--- src/rtl/data_mem_arbiter_pkg.sv ---
// Shared types and default widths for the data-memory arbiter and its round-robin core.
package data_mem_arb_pkg;

  localparam int AW = 8;
  localparam int DW = 8;

  typedef enum logic {IDLE, CLEAR} arb_state_t;
  typedef logic [AW-1:0] addr_t;

endpackage

--- src/rtl/data_mem_arbiter_rr_arb2.sv ---
// Two-way round-robin grant. On a tie the port not granted last wins; the
// pointer only moves when a grant is actually issued.
module rr_arb2 (
  input  logic       clk,
  input  logic       srst,
  input  logic       en,
  input  logic [1:0] req,
  output logic [1:0] gnt
);

  logic last_q;
  logic last_d;

  always_comb begin
    gnt    = 2'b00;
    last_d = last_q;
    if (en) begin
      case (req)
        2'b01:   gnt = 2'b01;
        2'b10:   gnt = 2'b10;
        2'b11:   gnt = last_q ? 2'b01 : 2'b10;
        default: gnt = 2'b00;
      endcase
    end
    if (gnt != 2'b00) begin
      last_d = gnt[1];
    end
  end

  // last = 1 out of reset so port 0 takes the first tie
  always_ff @(posedge clk) begin
    if (srst) begin
      last_q <= 1'b1;
    end else begin
      last_q <= last_d;
    end
  end

endmodule

--- src/rtl/data_mem_arbiter.sv ---
// Shares a single-port data memory between two requesters and provides a
// whole-memory clear sequencer that pre-empts normal traffic.
module data_mem_arbiter #(
  parameter int AW    = data_mem_arb_pkg::AW,
  parameter int DW    = data_mem_arb_pkg::DW,
  parameter int DEPTH = 256
) (
  input  logic          CLK,
  input  logic          Reset,
  input  logic          Req0,
  input  logic          Req1,
  input  logic          We0,
  input  logic          We1,
  input  logic [AW-1:0] Addr0,
  input  logic [AW-1:0] Addr1,
  input  logic [DW-1:0] Wdata0,
  input  logic [DW-1:0] Wdata1,
  output logic          Gnt0,
  output logic          Gnt1,
  output logic          Rvalid0,
  output logic          Rvalid1,
  output logic [DW-1:0] Rdata0,
  output logic [DW-1:0] Rdata1,
  input  logic          ClearStart,
  input  logic [DW-1:0] ClearVal,
  output logic          ClearBusy,
  output logic          ClearDone,
  output logic [AW-1:0] DataAddress,
  output logic          ReadMem,
  output logic          WriteMem,
  output logic [DW-1:0] DataIn,
  input  logic [DW-1:0] DataOut
);

  import data_mem_arb_pkg::*;

  localparam logic [AW-1:0] LAST_ADDR = AW'(DEPTH - 1);

  arb_state_t    state_q, state_d;
  logic [AW-1:0] cnt_q, cnt_d;
  logic [DW-1:0] clr_val_q, clr_val_d;
  logic          rvalid0_q, rvalid0_d;
  logic          rvalid1_q, rvalid1_d;
  logic [DW-1:0] rdata0_q, rdata0_d;
  logic [DW-1:0] rdata1_q, rdata1_d;
  logic          clear_done_q, clear_done_d;

  logic       arb_en;
  logic [1:0] gnt;

  // Arbitration only runs in IDLE when no clear is being launched
  assign arb_en = !Reset && (state_q == IDLE) && !ClearStart;

  rr_arb2 u_rr_arb2 (
    .clk  (CLK),
    .srst (Reset),
    .en   (arb_en),
    .req  ({Req1, Req0}),
    .gnt  (gnt)
  );

  always_comb begin
    state_d      = state_q;
    cnt_d        = cnt_q;
    clr_val_d    = clr_val_q;
    rvalid0_d    = 1'b0;
    rvalid1_d    = 1'b0;
    rdata0_d     = rdata0_q;
    rdata1_d     = rdata1_q;
    clear_done_d = 1'b0;
    DataAddress  = '0;
    DataIn       = '0;
    ReadMem      = 1'b0;
    WriteMem     = 1'b0;

    case (state_q)
      IDLE: begin
        if (ClearStart) begin
          state_d   = CLEAR;
          cnt_d     = '0;
          clr_val_d = ClearVal;
        end else if (gnt[0]) begin
          DataAddress = Addr0;
          DataIn      = We0 ? Wdata0 : '0;
          WriteMem    = We0;
          ReadMem     = !We0;
          rvalid0_d   = !We0;
          if (!We0) rdata0_d = DataOut;
        end else if (gnt[1]) begin
          DataAddress = Addr1;
          DataIn      = We1 ? Wdata1 : '0;
          WriteMem    = We1;
          ReadMem     = !We1;
          rvalid1_d   = !We1;
          if (!We1) rdata1_d = DataOut;
        end
      end
      CLEAR: begin
        DataAddress = cnt_q;
        DataIn      = clr_val_q;
        WriteMem    = 1'b1;
        if (cnt_q == LAST_ADDR) begin
          state_d      = IDLE;
          cnt_d        = '0;
          clear_done_d = 1'b1;
        end else begin
          cnt_d = cnt_q + 1'b1;
        end
      end
      default: state_d = IDLE;
    endcase

    // Reset wins over everything, including an in-flight clear write
    if (Reset) begin
      ReadMem  = 1'b0;
      WriteMem = 1'b0;
    end
  end

  always_ff @(posedge CLK) begin
    if (Reset) begin
      state_q      <= IDLE;
      cnt_q        <= '0;
      clr_val_q    <= '0;
      rvalid0_q    <= 1'b0;
      rvalid1_q    <= 1'b0;
      rdata0_q     <= '0;
      rdata1_q     <= '0;
      clear_done_q <= 1'b0;
    end else begin
      state_q      <= state_d;
      cnt_q        <= cnt_d;
      clr_val_q    <= clr_val_d;
      rvalid0_q    <= rvalid0_d;
      rvalid1_q    <= rvalid1_d;
      rdata0_q     <= rdata0_d;
      rdata1_q     <= rdata1_d;
      clear_done_q <= clear_done_d;
    end
  end

  assign Gnt0      = gnt[0];
  assign Gnt1      = gnt[1];
  assign Rvalid0   = rvalid0_q;
  assign Rvalid1   = rvalid1_q;
  assign Rdata0    = rdata0_q;
  assign Rdata1    = rdata1_q;
  assign ClearBusy = (state_q == CLEAR);
  assign ClearDone = clear_done_q;

endmodule

--- config.mk ---
export PLATFORM = sky130hd
export DESIGN_NAME = data_mem_arbiter
export DESIGN_NICKNAME = d
export VERILOG_FILES = /design/src/rtl/data_mem_arbiter_pkg.sv /design/src/rtl/data_mem_arbiter_rr_arb2.sv /design/src/rtl/data_mem_arbiter.sv
export SDC_FILE = /design/constraint.sdc
export NUM_CORES = 1
export LEC_CHECK = 0
export CORE_MARGIN = 4
export CORE_UTILIZATION = 42
export DETAILED_ROUTE_END_ITERATION = 7
export GPL_TIMING_DRIVEN = 0
export PLACE_DENSITY = 0.85
export RECOVER_POWER = 25
export SLEW_MARGIN = 40
export SYNTH_ARGS = -nofsm -noshare
export SYNTH_HDL_FRONTEND = slang
export SYNTH_SLANG_ARGS = --single-unit
--- constraint.sdc ---
create_clock -name CLK -period 2.6 [get_ports CLK]
set_input_delay 0.52 -clock CLK [delete_from_list [all_inputs] [get_ports CLK]]
set_output_delay 0.52 -clock CLK [all_outputs]
set_load 0.01 [all_outputs]
-- After elaboration in Yosys (flattened, before gate mapping)
Index checks and enable logic that the tools add are counted.
Widths: inputs -> output; s select.
- flip-flop bits (word level): 37
- multiplexer cells: 30
- bitwise operators: 5
- reduce and logical (&&, ||, !) cells: 13
- add/sub/neg operators: 1
- equal/unequal tests: 5
- operator list (operator ; number):
    $mux 8 ; 10
    $pmux 8 s2 ; 3
    $mux 1 ; 12
    $add 8x1->8 const B ; 1
    $eq 8x8->1 const B ; 1
    $reduce_or 4->1 ; 2
    $pmux 2 s3 ; 1
    $not 1->1 ; 5
    $reduce_and 5->1 ; 1
    $eq 2x2->1 const B ; 2
    $logic_not 1->1 ; 4
    $mux 2 ; 2
    $pmux 1 s2 ; 2
    $reduce_and 4->1 ; 1
    $eq 2x1->1 const B ; 1
    $logic_and 1x1->1 ; 2
    $ne 2x2->1 const B ; 1
    $reduce_and 2->1 ; 1
    $reduce_bool 2->1 ; 1
    $reduce_or 2->1 ; 1

-- Logic depth before layout (Yosys ltp)
Gate-level depths: netlist of the first run.
- word-level depth: 9
- gate-level depth with buffers: 5
- gate-level depth less buffers: 5

-- By module
From an unflattened synthesis of the first run, not the netlist that was laid out.
- cells, all modules: 225
- area total of the unflattened synthesis: 1781.7 µm²
- modules (own cells, without submodules) (module ; area an instance (µm²) ; cells each ; instances):
    data_mem_arbiter ; 1722.9 ; 217 ; 1
    rr_arb2 ; 58.8 ; 8 ; 1

-- Worst setup path after synthesis of the first run
OpenSTA, ideal clock, no wires.
- path kind: input to output
- start: input port Reset
- end: output port WriteMem
- buffers on the path: 0
- stages on the path: 4
- arrival time: 1627 ps
- setup slack: 453 ps
- cells stage by stage: or3_4 nor3_4 a31oi_1 o31ai_1
- word-level cells in the longest chain between the ends: 9
- ends and longest elaborated chain (item ; line ; text):
    from (decl) ; data_mem_arbiter.sv:9 ; input logic Reset,
    $logic_not 1->1 ; data_mem_arbiter.sv:52 ; assign arb_en = !Reset && (state_q == IDLE) && !ClearStart;
    $logic_and 1x1->1 (2 in a row) ; data_mem_arbiter.sv:52 ;
    $mux 2 ; data_mem_arbiter_rr_arb2.sv:17 ; if (en) begin
    $mux 1 ; data_mem_arbiter.sv:89 ; end else if (gnt[1]) begin
    $mux 1 ; data_mem_arbiter.sv:82 ; end else if (gnt[0]) begin
    $mux 1 ; data_mem_arbiter.sv:78 ; if (ClearStart) begin
    $pmux 1 s2 ; data_mem_arbiter.sv:76 ; case (state_q)
    $mux 1 (*) ; data_mem_arbiter.sv:114 ; if (Reset) begin
    to (decl) ; data_mem_arbiter.sv:30 ; output logic WriteMem,
Every way passes the cells marked *; elsewhere a longest branch is shown, timed or not.

-- Worst setup path in the final report of the first run
Ends and elaborated chain as after synthesis.

==> metrics.md, run 1 <==
| Metric | Value |
|---|---|
| Cells traversed along the worst timing path | dlygate4sd2_1 -> or3_4 -> nor3_4 -> a31oi_1 -> o31ai_1 -> dlygate4sd2_1 |
| Avg Cell Area, Syn | 9.175 µm² |
| Number of standard cells in the layout, taps in and fillers out | 352 |
| Data required time of the critical path | approximately 2.1 ns |
| Number of standard cells after synthesis | roughly 190 |
| Post-synthesis sequential area ratio | 42.05% |
| Largest incremental delay on the critical path | approximately 0.39 ns |
| DIE WIDTH | between 70 and 80 µm |
| Floorplan row count | 23 |
| Level count of the clock H-tree | 2 |
| Number of library cell types mapped by synthesis | 37 |
| Number of vias per cell after detailed routing | 5.304 |
| Relative slew margins | around 58% |
| Top cell by count, worst path | sky130_fd_sc_hd__dlygate4sd2_1 |
| Path class of the lowest-slack min-delay path | flop to flop |
| Final slew viol count | 0 |
| Ys async rst share | 0% |
| Main area contributors after synthesis | sky130_fd_sc_hd__dfxtp_1 (42%), sky130_fd_sc_hd__mux2i_1 (14%), sky130_fd_sc_hd__nor2_1 (6.4%) |
| Total global routing overflow | 0 |
| Synthesis-stage register bit count | 37 |
| Routability congestion estimate from global placement | 0.7875 |
| Total CTS buffers | 5 |
| Multi-input combinational cell area | 960.9 µm² |
| Critical path buffer and inverter count | 2 |
| Via count of the first global-routing pass | ~1900 |
| Worst slack, placed | -0.7838 ns |
| Buffers from clock root to sink, at most | 2 |
| Dominant delay contributor by cell family on the critical path | simple AND/OR/NAND/NOR gates |
| Number of buffers inserted by port buffering | 94 |
| CTS Sinks | 37 |
| Maximum number of pins on one net before global-route repair | 11 |
| DR iter-0 viols | 81 |
| Number of filler instances in the final layout | 328 |
| Type of destination of the critical path | output pin |
| Total length of routed wires | 5642 µm |
| Worst-skew pair later-pin latency | approximately 0.29 ns |
| Sum Neg Setup Slack | 0 ns |
| Post-synth top area cell | sky130_fd_sc_hd__dfxtp_1 |
| Finish-stage setup viols | 0 |
| Antenna violations before repair | 0 |
| Category of the worst setup path launch point | input port |
| Total area of sequential cells | 740.7 µm² |
| Most frequent cells after synthesis | sky130_fd_sc_hd__dfxtp_1 (37), sky130_fd_sc_hd__nor2_1 (30), sky130_fd_sc_hd__mux2i_1 (25) |
| DIE AREA | 5295 µm² |
| Power per Cell Area | between 400 and 500 nW/µm² |
| Maximum clock skew at final layout | 0.005328 ns |
| Clock Pin Slew Worst Setup and Hold Paths | 0.07 ns |
| Residual antenna-violating net count after detailed routing | 0 |
| Number of remaining DRC errors | 0 |
| Outcome | completed |
| DR pass1 iterations | 5 |
| Final setup margin | 0.09085 ns |
| Worst reg2reg setup slack | approximately 0.40 ns |
| Area fraction of the dominant cell type after synthesis | 42.05% |
| Clk root buf | sky130_fd_sc_hd__clkbuf_8 |
| Slowest cell on crit path | sky130_fd_sc_hd__or3_4 |
| Number of hold violations in the final report | 0 |
| DR vias | 1867 |
| Final cycle utilization of the critical path | 96.51% |
| Dominant cell by count in the synthesized netlist | sky130_fd_sc_hd__dfxtp_1 |
| Overall routing resource usage | 21.83% |
| Syn Std Cell Area | 1762 µm² |
| Actual slew at the worst max-slew pin | approximately 0.63 ns |
| Primary flip-flop cell chosen by synthesis mapping | sky130_fd_sc_hd__dfxtp_1 |
| Synth Warn # | 0 |
| LEAKAGE | 0.001265 µW |
| Ports placed on the boundary | 95 |
| Final min period | 2.509 ns |
| Layout cell share with drive strength beyond 1 | 11.59% |
| Category of the critical setup timing path | input port to output pin |
| Number of synthesized flops with an enable pin | 0 |
| Max Fclk | between 0.3 and 0.4 GHz |
| TritonCTS clock tree | built |
| Area post-placement | roughly 2800 µm² |
| Synthesized netlist net count | 248 |
| Routed len/inst | roughly 16 µm |
| DP Wirelength | 3991 µm |
| Core Footprint | 4029 µm² |
| Inserted Diodes | 0 |
| Wire length of the first global-routing pass | 8976 µm |
| Synthesis-to-layout area growth | 66.05% |
| Crit Path Max Fanout | 4 |
| Final layout net count | 358 |
| Die H | 72.77 µm |
| RSZ-0062 raised after global routing | no |
| Cell count after placement | 336 |
| Worst vdd rail ir drop | 0.3288 mV |
| Crit path arrival time | 1.99 ns |
| Initial cell density of the core | 43.73% |
| Count of max-cap constraint violations | 0 |
| Post-route cell area | 2925 µm² |
==> kinds of logic after synthesis <==
group                    share of synthesized area [%]
AO/OA/AOI/OAI                                    14.35
adder cells (fa/ha/maj)                         0.7101
buffers and inverters                            5.753
flip-flops                                       42.05
multiplexers                                     14.84
AND/OR/NAND/NOR                                  22.30
==> worst paths after layout <==
kind / to / startpoint / depth (start not counted)
max: WriteMem / Reset / 6
min: clr_val_q[3] / clr_val_q[3] / 2
max reg2reg: Rdata1[6] / ClearBusy / 7
min reg2reg: clr_val_q[3] / clr_val_q[3] / 2
==> area by class of cell <==
cell class | count | share of cell area, %
sequential | 37 | 25.32
buffer | 12 | 2.267
multi-input combinational | 132 | 32.85
clock buffer | 7 | 2.951
tap | 50 | 2.139
timing repair buffer | 103 | 33.06
inverter | 11 | 1.411
==> flip-flops by register name, indices dropped and copies added, names as in the netlist <==
name and cells:
ClearBusy 1, Rdata1 8, ClearDone 1, Rvalid0 1, Rvalid1 1, cnt_q 8
Rdata0 8, clr_val_q 8, u_rr_arb2.last_q 1
==> timing repair <==
action | CTS | global route
gates cloned | 1 | 0
endpoints found under the setup margin | 20 | 19
gates resized for setup | 39 | 14
hold buffers | 0 | 0
pin swaps | 4 | 6
buffers inserted | 4 | 5
==> metrics by stage <==
| stage | power (µW) | util [%] | hold slack, ns |
|---|---|---|---|
| after floorplan | 686.0 | - | 0.4515 |
| after global placement | 823.1 | 68.63 | 0.4644 |
| after detailed placement | 826.5 | 68.63 | 0.4730 |
| after CTS | 1228 | 72.30 | 0.4897 |
| after global routing | 1273 | 72.61 | 0.5283 |
| final | 1218 | 72.61 | 0.4887 |
==> cells in the final DEF (no fill, tap or decap), drive strengths merged, types with 8 or more instances in the layout <==
| master | count |
|---|---|
| clkbuf | 22 |
| dfxtp | 37 |
| buf | 11 |
| mux2i | 25 |
| inv | 11 |
| a221o | 8 |
| clkdlybuf4s50 | 71 |
| a222oi | 8 |
| nor2 | 32 |
| and2 | 8 |
| dlygate4sd2 | 10 |
==> report_power, final <==
| group | leakage (µW) | internal [µW] | switching (µW) |
|---|---|---|---|
| clock network | 0.0000443 | 210 | 189 |
| registers | 0.000300 | 582 | 9.98 |
| logic | 0.000920 | 134 | 93.2 |
==> worst reg2reg max path: stages, from the launching register on <==
cell                       delay (ns)
sky130_fd_sc_hd__dfxtp_1         0.37
sky130_fd_sc_hd__or3_4           0.46
sky130_fd_sc_hd__buf_4           0.16
sky130_fd_sc_hd__nor3_4          0.15
sky130_fd_sc_hd__buf_6           0.13
sky130_fd_sc_hd__clkbuf_1        0.48
sky130_fd_sc_hd__mux2i_1         0.25
sky130_fd_sc_hd__nor2_1          0.06
==> per-layer routing <==
layer,wire [µm],track usage [%]
met5,0,0
met2,2612,35.07
met1,2315,27.15
met4,87,6.967
met3,628,7.989
No activity file was read; power rests on OpenSTA's default activity.
==> run 2: changes to the inputs <==
--- a/config.mk
+++ b/config.mk
@@ -5,13 +5,13 @@
 export SDC_FILE = /design/constraint.sdc
 export NUM_CORES = 1
 export LEC_CHECK = 0
-export CORE_MARGIN = 4
+export CORE_MARGIN = 2
 export CORE_UTILIZATION = 42
 export DETAILED_ROUTE_END_ITERATION = 7
 export GPL_TIMING_DRIVEN = 0
 export PLACE_DENSITY = 0.85
 export RECOVER_POWER = 25
-export SLEW_MARGIN = 40
+export SLEW_MARGIN = 20
 export SYNTH_ARGS = -nofsm -noshare
 export SYNTH_HDL_FRONTEND = slang
 export SYNTH_SLANG_ARGS = --single-unit
==> run 2 against run 1 <==
  * Hold slack improved by 0.0019 ns
  * Sequential cell count unchanged
  * Wire length fell by 3.6%
  * Worst setup slack got worse by 0.0050 ns
  * Largest power group unchanged
==> metrics.md, run 2 (synthesis results as in run 1) <==
| Metric | Value |
|---|---|
| CTS Sinks | 37 (unchanged) |
| Final cycle utilization of the critical path | 96.70% (+0.19 points) |
| Maximum number of pins on one net before global-route repair | 20 (+9) |
| Worst vdd rail ir drop | 0.4113 mV (+25%) |
| Met2 capacity usage during global routing | 42.31% (+7.2 points) |
| Total CTS buffers | 5 (unchanged) |
| Crit Path Max Fanout | 9 (+5) |
| Clk root buf | sky130_fd_sc_hd__clkbuf_8 |
| Fraction of power spent switching nets | 24.12% (+0.16 points) |
| Finish-stage setup viols | 0 (unchanged) |
| Sum Neg Setup Slack | 0 ns (unchanged) |
| Most used cells in the layout excluding fill and tap cells | sky130_fd_sc_hd__clkdlybuf4s50_1 (72), sky130_fd_sc_hd__dfxtp_1 (37), sky130_fd_sc_hd__nor2_1 (29) |
| Number of buffers inserted by port buffering | 94 (unchanged) |
| Residual antenna-violating net count after detailed routing | 0 (unchanged) |
| RSZ-0062 raised after global routing | no |
| Category of the worst setup path launch point | input port |
| Worst-skew pair later-pin latency | 0.29 ns (about the same) |
| Worst slack, placed | -0.7314 ns (+0.05237 ns) |
| Crit path arrival time | 1.99 ns (about the same) |
| Worst reg2reg setup slack | 0.40 ns (about the same) |
| Critical R2R Capture | Rdata1[3] |
| Core Footprint | 4029 µm² (unchanged) |
| Die H | 68.77 µm (-5.5%) |
| Highest-utilization routing layer at the global route stage | met2 |
| Sequential cell fraction of total power | 47.0% (-1.6 points) |
| Finished Core Util | 73.26% (+0.65 points) |
| Antenna violations before repair | 0 (unchanged) |
| Worst Hold Endpoint | clr_val_q[5] |
| Final slew viol count | 0 (unchanged) |
| Overall routing resource usage | 24.92% (+3.1 points) |
| Category of the critical setup timing path | input port to output pin |
| Level count of the clock H-tree | 2 (unchanged) |
| Wire length of the first global-routing pass | 8638 µm (-3.8%) |
| Total length of routed wires | 5437 µm (-3.6%) |
| Inserted Diodes | 0 (unchanged) |
| Most frequent standard cell in the layout excluding fill and tap cells | sky130_fd_sc_hd__clkdlybuf4s50_1 |
| Part of the total power dissipated in combinational logic | 17.9% (-0.8 points) |
| Buffers from clock root to sink, at most | 2 (unchanged) |
| Path class of the lowest-slack min-delay path | flop to flop |
| Post-route cell area | 2952 µm² (+0.90%) |
| Floorplan row count | 23 (unchanged) |
| Area post-placement | 2765 µm² (unchanged) |
| DR pass1 iterations | 4 (-1) |
| Relative slew margins | 57.68% (-0.35 points) |
| Reg2reg start | ClearBusy |
| Met1 Track Usage GR | 28.72% (+1.6 points) |
| Number of filler instances in the final layout | 312 (-4.9%) |
| Final setup margin | 0.08582 ns (-0.005030 ns) |
| Ports placed on the boundary | 95 (unchanged) |
| DIE AREA | 4729 µm² (-11%) |
| Actual slew at the worst max-slew pin | 0.6348 ns (+0.005301 ns) |
| DP Wirelength | 3908 µm (-2.1%) |
| Met3 layer usage reported by global route | 9.091% (+1.1 points) |
| Initial cell density of the core | 43.73% (unchanged) |
| DR iter-0 viols | 93 (+15%) |
| Switching pwr | 303.4 µW (+4.0%) |
| Type of destination of the critical path | output pin |
| Clock Pin Slew Worst Setup and Hold Paths | 0.07 ns (about the same) |
| Number of hold violations in the final report | 0 (unchanged) |
| Cell Int Power | 954.4 µW (+3.1%) |
| Data required time of the critical path | 2.08 ns (about the same) |
| Number of standard cells in the layout, taps in and fillers out | 350 (-0.57%) |
| Number of cells traversed by the worst hold path | 2 (unchanged) |
| Number of vias per cell after detailed routing | 5.291 (-0.24%) |
| DR vias | 1852 (-0.80%) |
| Synthesis-to-layout area growth | 67.54% |
| Total global routing overflow | 0 (unchanged) |
| Maximum clock skew at final layout | 0.005338 ns (+0.000009800 ns) |
| Total of hold buffers inserted after clock tree synthesis | 0 (unchanged) |
| Layout cell share with drive strength beyond 1 | 11.33% (-0.26 points) |
| R2R cell count | 7 (unchanged) |
| Fraction of power consumed by the clock network | 35.1% (+2.4 points) |
| Max Fclk | 0.3977 GHz (-0.20%) |
| Outcome | completed |
| Number of remaining DRC errors | 0 (unchanged) |
| DIE WIDTH | 68.77 µm (-5.5%) |
| Cell count after placement | 336 (unchanged) |
| Routed len/inst | 15.53 µm (-3.1%) |
| Final min period | 2.514 ns (+0.005030 ns) |
| LEAKAGE | 0.001314 µW (+3.9%) |
| TritonCTS clock tree | built |
| Final layout net count | 355 (-0.84%) |
| Origin of the worst min-delay path | clr_val_q[5] |
| Power per Cell Area | 426.2 nW/µm² (+2.4%) |
| Via count of the first global-routing pass | 1827 (-1.6%) |
| Count of max-cap constraint violations | 0 (unchanged) |
| Routability congestion estimate from global placement | 0.8467 (+7.5%) |
[run 2: changes by cell type in the layout (fill, tap and decap cells not counted), moves of 4 or more]
cell / before / now
sky130_fd_sc_hd__dlygate4sd2_1: 10 / 16
sky130_fd_sc_hd__clkbuf_1: 11 / 7
sky130_fd_sc_hd__clkbuf_2: 5 / 1
sky130_fd_sc_hd__clkdlybuf4s15_1: 5 / 1
[run 2: through the flow]
stage               total power (µW)  hold WS, ns
floorplan                      686.0       0.4515
global placement               822.7       0.4644
detailed placement             827.3       0.4784
CTS                             1267       0.4943
global route                    1308       0.5282
finish                          1258       0.4906
[run 2: worst max-delay path by stage]
stage               start  cells past startpoint        endpoint
3_5_place_dp   ClearStart                      6       DataIn[2]
4_1_cts        ClearStart                      6  DataAddress[3]
6_report              We0                      6         ReadMem
3_3_place_gp   ClearStart                      6       DataIn[6]
2_1_floorplan       Reset                      4        WriteMem
5_1_grt             Reset                      6       DataIn[0]
[run 2: what timing repair did]
action | in CTS | in global routing
pin swaps | 6 | 3
setup endpoints to repair | 20 | 13
cloned | 1 | 0
resized for setup | 36 | 8
endpoints found under the hold margin | 0 | 0
buffers inserted | 7 | 0
[run 2: cell type report]
type	instances	area, µm²	share of cell area, %
Clock inverter	1	5.005	0.1696
Multi-Input combinational cell	132	965.9	32.73
Inverter	11	41.29	1.399
Tap cell	50	62.56	2.120
Buffer	11	61.31	2.077
Timing Repair Buffer	101	978.4	33.15
Clock buffer	7	96.34	3.264
Sequential cell	37	740.7	25.10
[run 2: worst max-delay path: stages]
cell	delay, ns
sky130_fd_sc_hd__clkdlybuf4s50_1	0.50
sky130_fd_sc_hd__nand4b_1	0.16
sky130_fd_sc_hd__buf_6	0.18
sky130_fd_sc_hd__inv_1	0.06
sky130_fd_sc_hd__or2_2	0.28
sky130_fd_sc_hd__dlygate4sd2_1	0.28
[run 2: power by group through the flow]
stage | sequential, µW | clock [µW] | combinational, µW
after CTS | 591 | 451 | 225
after global placement | 603 | 0 | 220
final | 591 | 442 | 225
after global routing | 593 | 472 | 244
after floorplan | 604 | 0 | 82.3
after detailed placement | 604 | 0 | 224
[run 2: per-layer routing]
metal / up-vias / wire length (µm)
li1: 904 / -
met1: 858 / 2297
met2: 82 / 2452
met3: 8 / 592
met4: 0 / 94
met5: - / 0
